--- src/rtl/sdram_device_responder.sv ---
// rtl/sdram_device_responder.sv - Single-bank SDRAM device stand-in with init sequencing, gap timing and CAS-latency reads
module sdram_device_responder #(
  parameter int ADDR_W = 13,
  parameter int ROW_W  = 3,
  parameter int COL_W  = 3,
  parameter int DATA_W = 8,
  parameter int T_RCD  = 2,
  parameter int T_RP   = 2,
  parameter int T_RFC  = 4
) (
  input  logic              clock,
  input  logic              reset,
  input  logic              io_sdram_control_cs,
  input  logic              io_sdram_control_ras,
  input  logic              io_sdram_control_cas,
  input  logic              io_sdram_control_we,
  input  logic [ADDR_W-1:0] io_sdram_control_address_bus,
  input  logic [DATA_W-1:0] io_dq_in,
  output logic [DATA_W-1:0] io_dq_out,
  output logic              io_dq_valid,
  output logic [2:0]        io_state_out,
  output logic              io_error,
  output logic [1:0]        io_error_code
);

  localparam int GAP_W  = 8;
  localparam int MEM_AW = ROW_W + COL_W;

  typedef enum logic [2:0] {
    S_INIT_PRE  = 3'd0,
    S_INIT_REF1 = 3'd1,
    S_INIT_REF2 = 3'd2,
    S_INIT_MRS  = 3'd3,
    S_IDLE      = 3'd4,
    S_ACTIVE    = 3'd5
  } state_t;

  state_t            state;
  logic [GAP_W-1:0]  gap;
  logic [2:0]        cl;
  logic [ROW_W-1:0]  open_row;
  logic [DATA_W-1:0] mem [2**MEM_AW];
  logic              s1_v, s2_v;
  logic [DATA_W-1:0] s1_d, s2_d;

  logic [2:0]        cmd;
  logic              sel, is_noop, is_act, is_rd, is_wr, is_pre, is_ref, is_lmr, mode_ok;
  logic [MEM_AW-1:0] mem_idx;
  logic              do_act, do_rd, do_wr, do_pre, do_ref, do_lmr;
  logic [1:0]        err_new;
  logic              unused_addr;

  assign cmd     = {io_sdram_control_ras, io_sdram_control_cas, io_sdram_control_we};
  assign sel     = !io_sdram_control_cs;
  assign is_noop = !sel || cmd == 3'b111 || cmd == 3'b110;
  assign is_act  = sel && cmd == 3'b011;
  assign is_rd   = sel && cmd == 3'b101;
  assign is_wr   = sel && cmd == 3'b100;
  assign is_pre  = sel && cmd == 3'b010;
  assign is_ref  = sel && cmd == 3'b001;
  assign is_lmr  = sel && cmd == 3'b000;
  assign mode_ok = (io_sdram_control_address_bus[6:4] == 3'd2 ||
                    io_sdram_control_address_bus[6:4] == 3'd3) &&
                   io_sdram_control_address_bus[2:0] == 3'd0;
  assign mem_idx = {open_row, io_sdram_control_address_bus[COL_W-1:0]};
  assign unused_addr = ^io_sdram_control_address_bus;
  assign io_state_out = state;

  // Timing violations take precedence over legality; mode errors only apply to otherwise-legal LMRs.
  always_comb begin
    do_act  = 1'b0;
    do_rd   = 1'b0;
    do_wr   = 1'b0;
    do_pre  = 1'b0;
    do_ref  = 1'b0;
    do_lmr  = 1'b0;
    err_new = 2'd0;
    if (!is_noop) begin
      if (gap != '0) begin
        err_new = 2'd1;
      end else begin
        case (state)
          S_INIT_PRE: if (is_pre) do_pre = 1'b1; else err_new = 2'd2;
          S_INIT_REF1, S_INIT_REF2: if (is_ref) do_ref = 1'b1; else err_new = 2'd2;
          S_INIT_MRS: if (is_lmr) do_lmr = 1'b1; else err_new = 2'd2;
          S_IDLE: begin
            if (is_act)      do_act  = 1'b1;
            else if (is_ref) do_ref  = 1'b1;
            else if (is_lmr) do_lmr  = 1'b1;
            else if (is_pre) do_pre  = 1'b1;
            else             err_new = 2'd2;
          end
          S_ACTIVE: begin
            if (is_rd)       do_rd   = 1'b1;
            else if (is_wr)  do_wr   = 1'b1;
            else if (is_pre) do_pre  = 1'b1;
            else             err_new = 2'd2;
          end
          default: err_new = 2'd2;
        endcase
        if (do_lmr && !mode_ok) begin
          do_lmr  = 1'b0;
          err_new = 2'd3;
        end
      end
    end
  end

  always_ff @(posedge clock) begin
    if (reset) begin
      state         <= S_INIT_PRE;
      gap           <= '0;
      cl            <= 3'd2;
      open_row      <= '0;
      s1_v          <= 1'b0;
      s2_v          <= 1'b0;
      s1_d          <= '0;
      s2_d          <= '0;
      io_dq_out     <= '0;
      io_dq_valid   <= 1'b0;
      io_error      <= 1'b0;
      io_error_code <= 2'd0;
    end else begin
      if (do_pre) begin
        state <= (state == S_INIT_PRE) ? S_INIT_REF1 : S_IDLE;
        gap   <= GAP_W'(T_RP - 1);
      end else if (do_ref) begin
        state <= (state == S_INIT_REF1) ? S_INIT_REF2 :
                 (state == S_INIT_REF2) ? S_INIT_MRS : S_IDLE;
        gap   <= GAP_W'(T_RFC - 1);
      end else if (do_act) begin
        state    <= S_ACTIVE;
        open_row <= io_sdram_control_address_bus[ROW_W-1:0];
        gap      <= GAP_W'(T_RCD - 1);
      end else begin
        if (do_lmr) begin
          cl    <= io_sdram_control_address_bus[6:4];
          state <= S_IDLE;
        end
        if (gap != '0) gap <= gap - GAP_W'(1);
      end
      // Two-stage read pipe; CL selects which stage feeds the output register.
      s1_v <= do_rd;
      s1_d <= mem[mem_idx];
      s2_v <= s1_v;
      s2_d <= s1_d;
      if (cl == 3'd3) begin
        io_dq_valid <= s2_v;
        io_dq_out   <= s2_v ? s2_d : '0;
      end else begin
        io_dq_valid <= s1_v;
        io_dq_out   <= s1_v ? s1_d : '0;
      end
      if (!io_error && err_new != 2'd0) begin
        io_error      <= 1'b1;
        io_error_code <= err_new;
      end
    end
  end

  always_ff @(posedge clock) begin
    if (!reset && do_wr) mem[mem_idx] <= io_dq_in;
  end

endmodule
--- config.mk ---
export PLATFORM = sky130hd
export DESIGN_NAME = sdram_device_responder
export DESIGN_NICKNAME = d
export VERILOG_FILES = /design/src/rtl/sdram_device_responder.sv
export SDC_FILE = /design/constraint.sdc
export NUM_CORES = 1
export LEC_CHECK = 0
export BUFFER_PORTS_ARGS = -buffer_cell sky130_fd_sc_hd__buf_2
export CORE_MARGIN = 2
export CORE_UTILIZATION = 35
export CTS_BUF_LIST = sky130_fd_sc_hd__clkbuf_4
export DETAILED_ROUTE_END_ITERATION = 8
export PLACE_DENSITY = 0.48
export SYNTH_ARGS = -nofsm -noshare
export SYNTH_HDL_FRONTEND = slang
export SYNTH_SLANG_ARGS = --single-unit
--- constraint.sdc ---
create_clock -name clock -period 2.1 [get_ports clock]
set_input_delay 0.21 -clock clock [delete_from_list [all_inputs] [get_ports clock]]
set_output_delay 0.21 -clock clock [all_outputs]
set_load 0.02 [all_outputs]
* After elaboration in Yosys (flattened, before gate mapping) *
Memories as Yosys holds them, arrays and structs flattened. A register that Yosys moved wholly into a read port is not among the register bits.
Index checks and enable logic that the tools add are counted.

operators by class
  add/sub/neg operators = 1
  eq/ne operators = 15
  mux-type cells = 62
  bitwise gates (word level) = 4
  reduce and logical (&&, ||, !) cells = 31

operators by type and width
  operator                                                            number
  1-bit two-way mux                                                   34
  2-bit two-way mux                                                   14
  8-bit two-way mux                                                   3
  3-bit by 2-bit == test with 1-bit output, second input constant     7
  3-bit two-way mux                                                   7
  3-bit == test, second input constant                                6
  1-bit logical AND                                                   10
  2-bit case mux with 5 select lines                                  1
  3-bit zero test                                                     3
  4-bit nonzero test                                                  2
  8-bit nonzero test                                                  1
  4-bit OR reduction                                                  2
  8-bit by 1-bit subtractor with 8-bit output, second input constant  1
  3-bit by 1-bit == test with 1-bit output, second input constant     2
  1-bit zero test                                                     4
  1-bit NOT                                                           4
  1-bit case mux with 2 select lines                                  2
  4-bit AND reduction                                                 1
  2-bit OR reduction                                                  2
  1-bit logical OR                                                    3
  1-bit case mux with 3 select lines                                  1
  3-bit AND reduction                                                 1
  3-bit nonzero test                                                  1
  2-bit nonzero test                                                  1

word-level totals
  flip-flop bits (word level) = 39
  bits in writable memories = 512
  input port bits = 27
  output and inout port bits = 15
  memories = 1

memory list
  memory  words  bits a word  read ports  clocked after memory_dff  write ports  line  text
  mem     64     8            1           1                         1            42    logic [DATA_W-1:0] mem [2**MEM_AW];

* Depth between registers and ports, before layout *
Gate-level depths: netlist (run 1).

  word-level depth = 16
  gate-level depth with buffers = 10
  mapped depth without buffers = 7

* Least setup slack after synthesis (run 1) *
No wires, ideal clock.

  path type = flip-flop to flip-flop
  start = register state[0], in the netlist io_state_out[0]
  end = memory mem[10][0] (enable)
  arrival = 1.920 ns
  slack = -0.190 ns
  stages on the path, launching flop included = 6
  clock period less this slack = 2.290 ns
  cells stage by stage = dfxtp_1 -> nor4bb_1 -> nand2_1 -> nor4_4 -> nand3_1 -> nor2_1

on the way
  cells in the longest elaborated chain, start to end = 7

RTL lines
  item                                     line  text
  from (decl)                              38    state_t state;
  from (signal assigned)                   125   state <= (state == S_INIT_PRE) ? S_INIT_REF1 : S_IDLE;
  from (signal assigned)                   128   state <= (state == S_INIT_REF1) ? S_INIT_REF2 :
  3-bit == test                            82    case (state)
  1-bit two-way mux                        82
  1-bit two-way mux                        79    if (gap != '0) begin
  1-bit two-way mux                        78    if (!is_noop) begin
  1-bit logical AND                        162   if (!reset && do_wr) mem[mem_idx] <= io_dq_in;
  1-bit two-way mux                        162
  1-bit two-way mux (implied by the code)  162
  to (decl)                                42

No other way between the ends.

==> results.py, run 1 <==
metrics = {
    "place": {
        "io_buffers": 34,
        "post_dp_cell_area_um2": 25710,
        "place_congestion": 0.8742,
        "hpwlAfterDp_mm": 44.88,
    },
    "timing": {
        "fin_skew_ns": 0.07692,
        "final.min_clock_period_ns": 2.102,
        "relSlewSlack_pct": 51.69,
        "final.setup.worst_slack_ns": -0.001823,
        "period_share_pct": 100.1,
        "setup_viol": 1,
        "fmax_ghz": 0.4758,
        "tightest_slew_ns": 0.7246,
        "drv_slew": 0,
        "fin_tns_setup_ns": -0.001823,
        "finalHoldViolCount": 0,
        "rsz0062_at_grt": "true",
    },
    "critical_path": {
        "critPathKind": "in2reg",
        "crit_buf_inv": 4,
        "cpMostUsedCell": "buf_4",
        "reg2reg_from": "open_row[2]$_SDFFE_PP0P_",
        "cpMaxStageDelayCell": "dlygate4sd3_1",
        "critPathTopFamily": "buffers and inverters",
        "crit_arrival_ns": 2.94,
        "crit_start": "io_sdram_control_address_bus[2]",
        "slowest_delay_ns": 0.72,
        "worstSetupEndpointType": "register",
        "worstPathCellList": "buf_4 > dlygate4sd3_1 > buf_4 > nand2b_1 > nor2_1 > buf_4 > a21oi_1 > a31oi_1 > nor3_1 > a41oi_1",
        "cp_max_fo": 22,
        "required_ns": 2.93,
        "cp-start-kind": "input port",
    },
    "floorplanning": {
        "initial_utilization_pct": 35.52,
        "row_count": 91,
        "die_h_um": 254.7,
        "core_um2": 61940,
        "fp.dieW_um": 254.7,
        "die-area_um2": 64880,
        "num_io_pins": 42,
    },
    "final_layout": {
        "drive_above_1_share_pct": 39.80,
        "fin_area_um2": 28670,
        "nets": 1815,
        "fill_cells": 5526,
        "syn_to_final_growth_pct": 30.30,
    },
    "hold_path": {
        "hold_path.class": "in2reg",
        "min_from": "io_sdram_control_address_bus[2]",
    },
    "detailed_routing": {
        "finalWirelength_mm": 68.29,
        "vias": 14430,
        "vias_per_cell": 5.313,
        "wl_per_cell_um": 25.15,
        "ant_nets": 0,
        "post-route-drc-count": 0,
        "dr.pass1.iters": 7,
        "drt_iter0_markers": 1283,
    },
    "yosys": {
        "synth.top_cell.area_share_pct": 69.89,
        "syn_area_um2": 22000,
        "synth_area_leaders": "edfxtp_1 70%, dfxtp_1 4.3%, mux2i_1 3.2%, mux4_2 2.8%, a221oi_1 2.3%",
        "avgSynthCellArea_um2": 16.27,
        "syn-num-nets": 1380,
        "synth_flop_cell": "edfxtp_1",
        "synth-seq-cells": 559,
        "yosysWarnings": 0,
        "synth_cell_types": 68,
        "postSynth.asyncResetShare_pct": 0,
        "syn_inst": 1352,
        "synth_largest_area_cell": "edfxtp_1",
        "seq_area_frac_synth_pct": 74.16,
        "synth_edf_count": 512,
    },
    "clock_network": {
        "worstSkewPairLatency_ns": 0.99,
        "root_buffer": "clkbuf_4",
        "htree_levels": 4,
        "numCtsBuffers": 145,
        "clk_path_buf_depth": 3,
        "clock-sinks": 559,
        "clk_pin_slew_ns": 0.06,
        "cts_tree": "yes",
    },
    "status": {
        "violations": "negative setup slack",
        "status": "complete, but fails checks",
    },
    "grt": {
        "globalRouteTotalUtil_pct": 21.57,
        "antenna_found_initial": 3,
        "grt_pass1_vias": 14560,
        "grt-ovfl-total": 0,
        "grt_max_degree": 65,
        "grt_first_pass_wirelength_mm": 99.05,
    },
    "power": {
        "powerDensity_nw_per_um2": 812.9,
        "p_leak_nw": 9.936,
        "power.total_w": 0.02330,
        "peakVddDrop_mv": 0.4450,
    },
    "job": {
        "max_cap_violations": 0,
    },
}
-- repair_timing --
action	4_1_cts	5_1_grt
pin swaps	4	20
buffers inserted	0	1
endpoints found under the hold margin	558	1
endpoints found under the setup margin	510	516
hold buffers	24	1
resized for setup	103	153
-- report_power, final --
part / leakage (nW) / switching, W / total [W] / internal, W
registers: 4.99 / 0.0000503 / 0.0123 / 0.0122
logic: 3.95 / 0.00118 / 0.00210 / 0.000926
clock network: 1.01 / 0.00436 / 0.00894 / 0.00458
total: 9.94 / 0.00558 / 0.0233 / 0.0177
-- per-stage QoR --
step                hold WS [ns]  cells  util, %  worst slack, ns
floorplan                 0.3089   1352        -          -0.1898
global placement          0.4086   2452    41.50          -0.8252
detailed placement        0.4185   2452    41.50          -0.8460
CTS                      0.04473   2708    45.27         -0.05135
global route             0.03492   2715    46.28         -0.08450
finish                    0.1055   2716    46.28        -0.001823
-- kinds of logic (layout without fill, tap and decap cells) --
group	Yosys count	after routing	share of synthesized area [%]
AO/OA/AOI/OAI	285	285	9.395
XOR/XNOR	5	5	0.1990
adder cells (fa/ha/maj)	1	1	0.05686
buffers and inverters	102	622	2.355
flip-flops	559	559	74.16
multiplexers	142	142	8.281
other	0	7	0
AND/OR/NAND/NOR	258	258	5.551
-- cell usage in the layout (no fill, tap or decap), drive strengths merged, types with 15 or more instances in the layout --
master	count
dlygate4sd3	24
a22oi	36
a31oi	15
nand2	47
dfxtp	47
mux2i	71
a221oi	59
nor2	120
mux4	27
nor2b	16
buf	352
nand2b	16
clkinv	26
a21oi	43
clkbuf	199
edfxtp	512
o22ai	19
inv	16
o21ai	38
mux2	44
-- flip-flops by register name (all words and copies together), names as in the netlist --
register       count
cl                 3
gap                8
io_dq_out          8
io_dq_valid        1
io_error           1
io_error_code      2
io_state_out       3
mem              512
open_row           3
s1_d               8
s1_v               1
s2_d               8
s2_v               1
-- layer usage --
layer / share of wire (%) / global-route usage, %
met1: 44 / 29.54
met2: 46 / 33.53
met3: 6.8 / 4.603
met4: 2.8 / 8.638
met5: 0 / 0
-- cell usage after synthesis, types with 15 or more instances --
library cell  count
mux2_2           41
o21ai_0          36
nand2_1          47
nand2b_1         16
nor2b_1          16
edfxtp_1        512
a21oi_1          43
buf_2            33
a31oi_1          15
mux2i_1          71
a22oi_1          36
dfxtp_1          47
nor2_1          119
o22ai_1          19
clkbuf_1         33
mux4_2           27
a221oi_1         59
-- tightest hold or removal path, stage by stage --
cell and delay [ns]:
buf_4 0.23, o21ai_0 0.22, o21a_1 0.18, a41oi_1 0.14
-- cell type report --
cell class / instances / area, um^2 / share of cell area [%]
Sequential cell: 559 / 16320 / 56.93
Multi-Input combinational cell: 691 / 5803 / 20.24
Timing Repair Buffer: 376 / 3734 / 13.02
Clock buffer: 199 / 1494 / 5.211
Tap cell: 837 / 1047 / 3.653
Clock inverter: 33 / 197.7 / 0.6896
Inverter: 14 / 52.55 / 0.1833
Antenna cell: 7 / 17.52 / 0.06111
-- worst paths after layout --
| kind | to | slack [ns] | depth (start not counted) |
|---|---|---|---|
| worst max-delay path | s1_d[4]$_SDFF_PP0_ | -0.002 | 10 |
| worst min-delay path | s1_d[4]$_SDFF_PP0_ | 0.11 | 4 |
| worst max register to register | s1_d[4]$_SDFF_PP0_ | 0.01 | 6 |
| worst min register to register | io_dq_out[3]$_SDFF_PP0_ | 0.43 | 2 |
Power figures use the tool's default switching activity.
==> run 2, diff against run 1 <==
--- a/config.mk
+++ b/config.mk
@@ -6,7 +6,7 @@
 export NUM_CORES = 1
 export LEC_CHECK = 0
 export BUFFER_PORTS_ARGS = -buffer_cell sky130_fd_sc_hd__buf_2
-export CORE_MARGIN = 2
+export CORE_MARGIN = 3
 export CORE_UTILIZATION = 35
 export CTS_BUF_LIST = sky130_fd_sc_hd__clkbuf_4
 export DETAILED_ROUTE_END_ITERATION = 8
==> run 2 against run 1 <==
Against the previous run: the flow still finishes with violations (negative setup slack); non-clock buffer count is 10 higher; clock power is 10% higher; clock skew is 0.021 ns lower; total power is 3.9% higher; hold slack better by 0.12 ns; cell count is 1.1% higher; critical path type unchanged; largest cell class unchanged; highest routed layer unchanged.
==> results.py, run 2 (synthesized netlist as in run 1, its figures left out) <==
metrics = {
    "critical_path": {
        "crit_buf_inv": 6,
        "worstPathCellList": "dlygate4sd3_1 > buf_6 > buf_12 > nor2_2 > buf_12 > buf_4 > a311oi_2 > dlygate4sd3_1 > a21oi_1 > or2_2 > a22oi_1 > nor2_1",
        "worstSetupEndpointType": "register",
        "cpMaxStageDelayCell": "dlygate4sd3_1",
        "critPathTopFamily": "buffers and inverters",
        "crit_arrival_ns": 3.00,
        "cp_max_fo": 20,
        "required_ns": 2.86,
        "cp-start-kind": "input port",
        "critPathKind": "in2reg",
        "rr_endpoint": "mem[12][4]$_DFFE_PP_",
        "slowest_delay_ns": 0.59,
        "ff2ff_path_depth": 9,
        "reg2reg_from": "gap[1]$_SDFFE_PP0P_",
        "reg2reg_slack_ns": -0.05,
    },
    "detailed_routing": {
        "wl_met2_mm": 31.92,
        "topRoutingLayerUsed": "met4",
        "wirelength_met1_mm": 30.97,
        "vias_per_cell": 5.287,
        "wl_per_cell_um": 25.16,
        "drt_iter0_markers": 1387,
        "ant_nets": 0,
        "post-route-drc-count": 0,
        "finalWirelength_mm": 69.08,
        "met3WireLength_mm": 4.773,
        "vias": 14510,
        "dr.pass1.iters": 5,
    },
    "clock_network": {
        "numCtsBuffers": 148,
        "cts_tree": "yes",
        "clock-sinks": 559,
        "htree_levels": 4,
        "clk_pin_slew_ns": 0.07,
        "root_buffer": "clkbuf_4",
        "worstSkewPairLatency_ns": 0.93,
        "clk_path_buf_depth": 3,
    },
    "hold_path": {
        "min_to": "s1_d[3]$_SDFF_PP0_",
        "min_from": "io_sdram_control_address_bus[0]",
        "hold_depth": 6,
        "hold_path.class": "in2reg",
    },
    "timing": {
        "fmax_ghz": 0.4468,
        "drv_slew": 0,
        "fin_hold_ws_ns": 0.2259,
        "rsz0062_at_grt": "true",
        "final.min_clock_period_ns": 2.238,
        "setup_viol": 102,
        "final.setup.worst_slack_ns": -0.1382,
        "period_share_pct": 106.6,
        "fin_tns_setup_ns": -1.499,
        "tightest_slew_ns": 0.8647,
        "finalHoldViolCount": 0,
        "fin_skew_ns": 0.05625,
        "relSlewSlack_pct": 42.14,
    },
    "power": {
        "powerDensity_nw_per_um2": 835.8,
        "p_leak_nw": 10.14,
        "peakVddDrop_mv": 0.4304,
    },
    "place": {
        "place_congestion": 0.9073,
        "hpwlAfterDp_mm": 45.90,
        "post_dp_cell_area_um2": 25820,
        "io_buffers": 34,
    },
    "final_layout": {
        "top_register": "mem",
        "final_cell_mix": "512 x edfxtp_1, 221 x clkbuf_4, 205 x buf_4",
        "nets": 1828,
        "largest_reg_flops": 512,
        "fill_cells": 5540,
        "final_common_cell": "edfxtp_1",
        "drive_above_1_share_pct": 40.03,
        "syn_to_final_growth_pct": 31.70,
        "fin_area_um2": 28970,
    },
    "floorplanning": {
        "die_h_um": 256.7,
        "num_io_pins": 42,
        "core_um2": 61940,
        "row_count": 91,
        "initial_utilization_pct": 35.52,
        "die-area_um2": 65900,
        "fp.dieW_um": 256.7,
    },
    "job": {
        "max_cap_violations": 0,
    },
    "status": {
        "violations": "negative setup slack",
        "status": "complete, but fails checks",
    },
    "grt": {
        "grt_first_pass_wirelength_mm": 100.5,
        "globalRouteTotalUtil_pct": 21.13,
        "grt_max_degree": 65,
        "grt-ovfl-total": 0,
        "antenna_found_initial": 2,
        "grt_pass1_vias": 14820,
    },
}
## run 2: cell types whose count changed in the layout (fill, tap and decap cells not counted), sizes merged
cell	previous run	this run
inv	16	18
clkbuf	199	221
buf	352	360
bufinv	2	5
clkinv	26	23
dlygate4sd3	24	26
diode	7	2
## run 2: what timing repair did
item	CTS	global route
hold endpoints to repair	588	0
setup buffers	2	0
resized for setup	168	74
setup endpoints to repair	483	516
hold buffers	26	0
pin swaps	12	11
## run 2: stage by stage
stage	setup WS (ns)	std cells	utilization (%)	total power, W
2_1_floorplan	-0.1898	1352	-	0.01343
3_3_place_gp	-0.5373	2459	41.69	0.01448
3_5_place_dp	-0.5482	2459	41.69	0.01450
4_1_cts	-0.1135	2743	46.27	0.02452
5_1_grt	-0.1416	2745	46.78	0.02532
6_report	-0.1382	2745	46.78	0.02422
## run 2: worst reg2reg max path, cell delays in order (launching register included)
cell,delay (ns)
dfxtp_2,0.32
inv_2,0.07
ha_4,0.13
nand4_1,0.21
nor4_4,0.33
buf_12,0.21
nand2_4,0.12
buf_12,0.18
nor2_2,0.12
buf_6,0.17
## run 2: power by group
group | internal, W | total (W) | leakage (nW) | switching, W
Clock | 0.00541 | 0.00984 | 1.15 | 0.00443
Sequential | 0.0122 | 0.0123 | 4.98 | 0.0000540
Combinational | 0.000932 | 0.00211 | 4.00 | 0.00117
Total | 0.0186 | 0.0242 | 10.1 | 0.00566
## run 2: area by class of cell
class | count | area (um^2) | share of cell area [%]
Antenna cell | 2 | 5.005 | 0.01727
Clock buffer | 221 | 1659 | 5.726
Clock inverter | 35 | 286.5 | 0.9889
Inverter | 14 | 52.55 | 0.1814
Multi-Input combinational cell | 691 | 5709 | 19.71
Sequential cell | 559 | 16320 | 56.33
Tap cell | 837 | 1047 | 3.615
Timing Repair Buffer | 386 | 3894 | 13.44
## run 2: worst max-delay path by stage
stage / depth (start not counted) / slack [ns] / from / to
after CTS: 9 / -0.11 / gap[1]$_SDFFE_PP0P_ / mem[42][0]$_DFFE_PP_
after global placement: 8 / -0.54 / io_sdram_control_address_bus[2] / mem[17][5]$_DFFE_PP_
after detailed placement: 8 / -0.55 / io_sdram_control_address_bus[2] / mem[17][7]$_DFFE_PP_
final: 12 / -0.14 / io_sdram_control_address_bus[1] / io_error_code[1]$_SDFFE_PP0P_
after global routing: 9 / -0.14 / gap[1]$_SDFFE_PP0P_ / mem[2][2]$_DFFE_PP_
after floorplan: 5 / -0.19 / io_state_out[0]$_SDFFE_PP0P_ / mem[10][0]$_DFFE_PP_
## run 2: metal layers
metal | vias up | GRT usage [%]
li1 | 6407 | -
met1 | 7480 | 29.79
met4 | 0 | 7.937
met3 | 78 | 5.175
met5 | - | 0
met2 | 548 | 31.68
==> run 3, diff against run 2 <==
--- a/config.mk
+++ b/config.mk
@@ -5,12 +5,14 @@
 export SDC_FILE = /design/constraint.sdc
 export NUM_CORES = 1
 export LEC_CHECK = 0
-export BUFFER_PORTS_ARGS = -buffer_cell sky130_fd_sc_hd__buf_2
+export BUFFER_PORTS_ARGS = -buffer_cell sky130_fd_sc_hd__buf_4
+export CELL_PAD_IN_SITES_DETAIL_PLACEMENT = 0
+export CELL_PAD_IN_SITES_GLOBAL_PLACEMENT = 1
 export CORE_MARGIN = 3
 export CORE_UTILIZATION = 35
 export CTS_BUF_LIST = sky130_fd_sc_hd__clkbuf_4
 export DETAILED_ROUTE_END_ITERATION = 8
-export PLACE_DENSITY = 0.48
+export PLACE_DENSITY = 0.55
 export SYNTH_ARGS = -nofsm -noshare
 export SYNTH_HDL_FRONTEND = slang
 export SYNTH_SLANG_ARGS = --single-unit
==> run 3 against run 2 <==
Against the previous run: the flow still finishes with violations (negative setup slack); fmax is 6.5% higher; hold slack better by 0.0061 ns; register-to-register slack better by 0.05 ns; via count is 0.33% lower; clock skew is 0.027 ns higher; total power is 2.6% higher; worst setup slack better by 0.14 ns; wire length is 1.3% higher; critical path depth is 6 lower.
==> results.py, run 3 (synthesized netlist as in run 1, its figures left out) <==
metrics = {
    "critical_path": {
        "cpMaxStageDelayCell": "a222oi_1",
        "rr_endpoint": "s1_d[2]$_SDFF_PP0_",
        "reg2reg_from": "mem[7][2]$_DFFE_PP_",
        "reg2reg_slack_ns": -0.001,
        "crit_start": "mem[7][2]$_DFFE_PP_",
        "cp-start-kind": "register",
        "required_ns": 2.95,
        "crit_end": "s1_d[2]$_SDFF_PP0_",
        "worstPathCellList": "mux2_4 > a221o_1 > a222oi_1 > nor2_1 > a221oi_2 > a21oi_1",
        "cp_max_fo": 1,
        "critPathKind": "reg2reg",
        "slowest_delay_ns": 0.42,
        "worstSetupEndpointType": "register",
        "ff2ff_path_depth": 6,
        "crit_arrival_ns": 2.95,
    },
    "floorplanning": {
        "row_count": 91,
        "die-area_um2": 65900,
        "core_um2": 61940,
        "num_io_pins": 42,
        "fp.dieW_um": 256.7,
        "initial_utilization_pct": 35.52,
        "die_h_um": 256.7,
    },
    "grt": {
        "grt_first_pass_wirelength_mm": 101.6,
        "grt_use_met2_pct": 34.02,
        "use_met3_pct": 4.425,
        "antenna_found_initial": 2,
        "busiest_layer": "met2",
        "grt_pass1_vias": 14650,
        "grtUsageMet1_pct": 29.14,
        "grt_max_degree": 65,
        "grt-ovfl-total": 0,
        "globalRouteTotalUtil_pct": 21.34,
    },
    "final_layout": {
        "final_cell_mix": "512 x edfxtp_1, 234 x buf_4, 232 x clkbuf_4",
        "top_register": "mem",
        "fin_cells": 2747,
        "fin_area_um2": 28950,
        "largest_reg_flops": 512,
        "final_common_cell": "edfxtp_1",
        "nets": 1816,
        "drive_above_1_share_pct": 40.16,
        "syn_to_final_growth_pct": 31.60,
    },
    "power": {
        "p_leak_nw": 10.15,
        "powerDensity_nw_per_um2": 858.4,
        "peakVddDrop_mv": 0.4201,
    },
    "detailed_routing": {
        "finalWirelength_mm": 69.94,
        "drt_iter0_markers": 1180,
        "vias": 14470,
        "wl_per_cell_um": 25.46,
        "vias_per_cell": 5.266,
        "ant_nets": 0,
        "dr.pass1.iters": 5,
        "post-route-drc-count": 0,
    },
    "hold_path": {
        "hold_path.class": "in2reg",
    },
    "clock_network": {
        "worstSkewPairLatency_ns": 0.98,
        "cts_tree": "yes",
        "clk_path_buf_depth": 3,
        "root_buffer": "clkbuf_4",
        "numCtsBuffers": 154,
        "clk_pin_slew_ns": 0.07,
        "clock-sinks": 559,
        "htree_levels": 4,
    },
    "timing": {
        "relSlewSlack_pct": 43.88,
        "final.min_clock_period_ns": 2.101,
        "fin_skew_ns": 0.08277,
        "setup_viol": 1,
        "rsz0062_at_grt": "true",
        "final.setup.worst_slack_ns": -0.001166,
        "drv_slew": 0,
        "finalHoldViolCount": 0,
        "tightest_slew_ns": 0.8418,
        "period_share_pct": 100.1,
        "fmax_ghz": 0.4759,
        "fin_hold_ws_ns": 0.2320,
    },
    "place": {
        "dpl.cell_count": 2444,
        "hpwlAfterDp_mm": 45.79,
        "io_buffers": 34,
        "place_congestion": 0.8708,
        "pre_cts_slack_ns": -0.6441,
        "post_dp_cell_area_um2": 25800,
    },
    "status": {
        "violations": "negative setup slack",
        "status": "complete, but fails checks",
    },
    "job": {
        "max_cap_violations": 0,
    },
}
==> run 3: cell count changes in the layout (fill, tap and decap cells not counted), sizes merged <==
cell,before,now
bufinv,5,7
inv,18,16
clkbuf,221,232
dlygate4sd3,26,23
buf,360,345
diode,2,5
clkinv,23,32
clkinvlp,3,0
==> run 3: report_power, final <==
part	internal [W]	switching [W]	total, W
Combinational	0.000928	0.00117	0.00210
Clock	0.00589	0.00459	0.0105
Sequential	0.0122	0.0000521	0.0123
==> run 3: how the worst min path moves through the flow <==
stage / slack, ns / depth (start not counted) / end / from
floorplan: 0.31 / 0 / mem[0][0]$_DFFE_PP_ / io_dq_in[0]
global placement: 0.41 / 2 / io_dq_out[3]$_SDFF_PP0_ / s2_d[3]$_SDFF_PP0_
detailed placement: 0.42 / 2 / io_dq_out[2]$_SDFF_PP0_ / s2_d[2]$_SDFF_PP0_
CTS: 0.11 / 5 / s1_d[2]$_SDFF_PP0_ / io_sdram_control_address_bus[0]
global route: 0.15 / 5 / s1_d[2]$_SDFF_PP0_ / io_sdram_control_address_bus[0]
finish: 0.23 / 5 / s1_d[2]$_SDFF_PP0_ / io_sdram_control_address_bus[0]
==> run 3: per-stage QoR <==
stage | total power (W) | utilization (%) | setup TNS [ns]
global route | 0.02590 | 46.74 | -1.812
global placement | 0.01449 | 41.65 | -46.67
detailed placement | 0.01451 | 41.65 | -37.40
CTS | 0.02511 | 46.08 | -0.07711
finish | 0.02485 | 46.74 | -0.001166
floorplan | 0.01343 | - | -75.17
==> run 3: what timing repair did <==
item | CTS | global route
setup buffers | 3 | 0
hold buffers | 23 | 0
pin swaps | 7 | 18
resized for setup | 109 | 100
endpoints found under the hold margin | 558 | 0
endpoints found under the setup margin | 506 | 488
==> run 3: final cells by class <==
class / count / area (um^2)
tap: 837 / 1047
clock inverter: 41 / 354.1
multi-input combinational: 691 / 5704
inverter: 14 / 52.55
fill: 5536 / 32990
timing repair buffer: 368 / 3721
antenna: 5 / 12.51
sequential: 559 / 16320
clock buffer: 232 / 1742
==> run 3: critical path, delay by kind of cell (launching register included) <==
| family | cells | cell delay, ns |
|---|---|---|
| compound gates | 4 | 1.22 |
| simple gates | 1 | 0.12 |
| mux | 1 | 0.27 |
| flops | 1 | 0.37 |
==> run 3: metal layers <==
layer,part of all wire (%),wire length [um]
met5,0,0
met4,1.9,1316
met3,5.8,4080
met2,48,33340
met1,45,31200
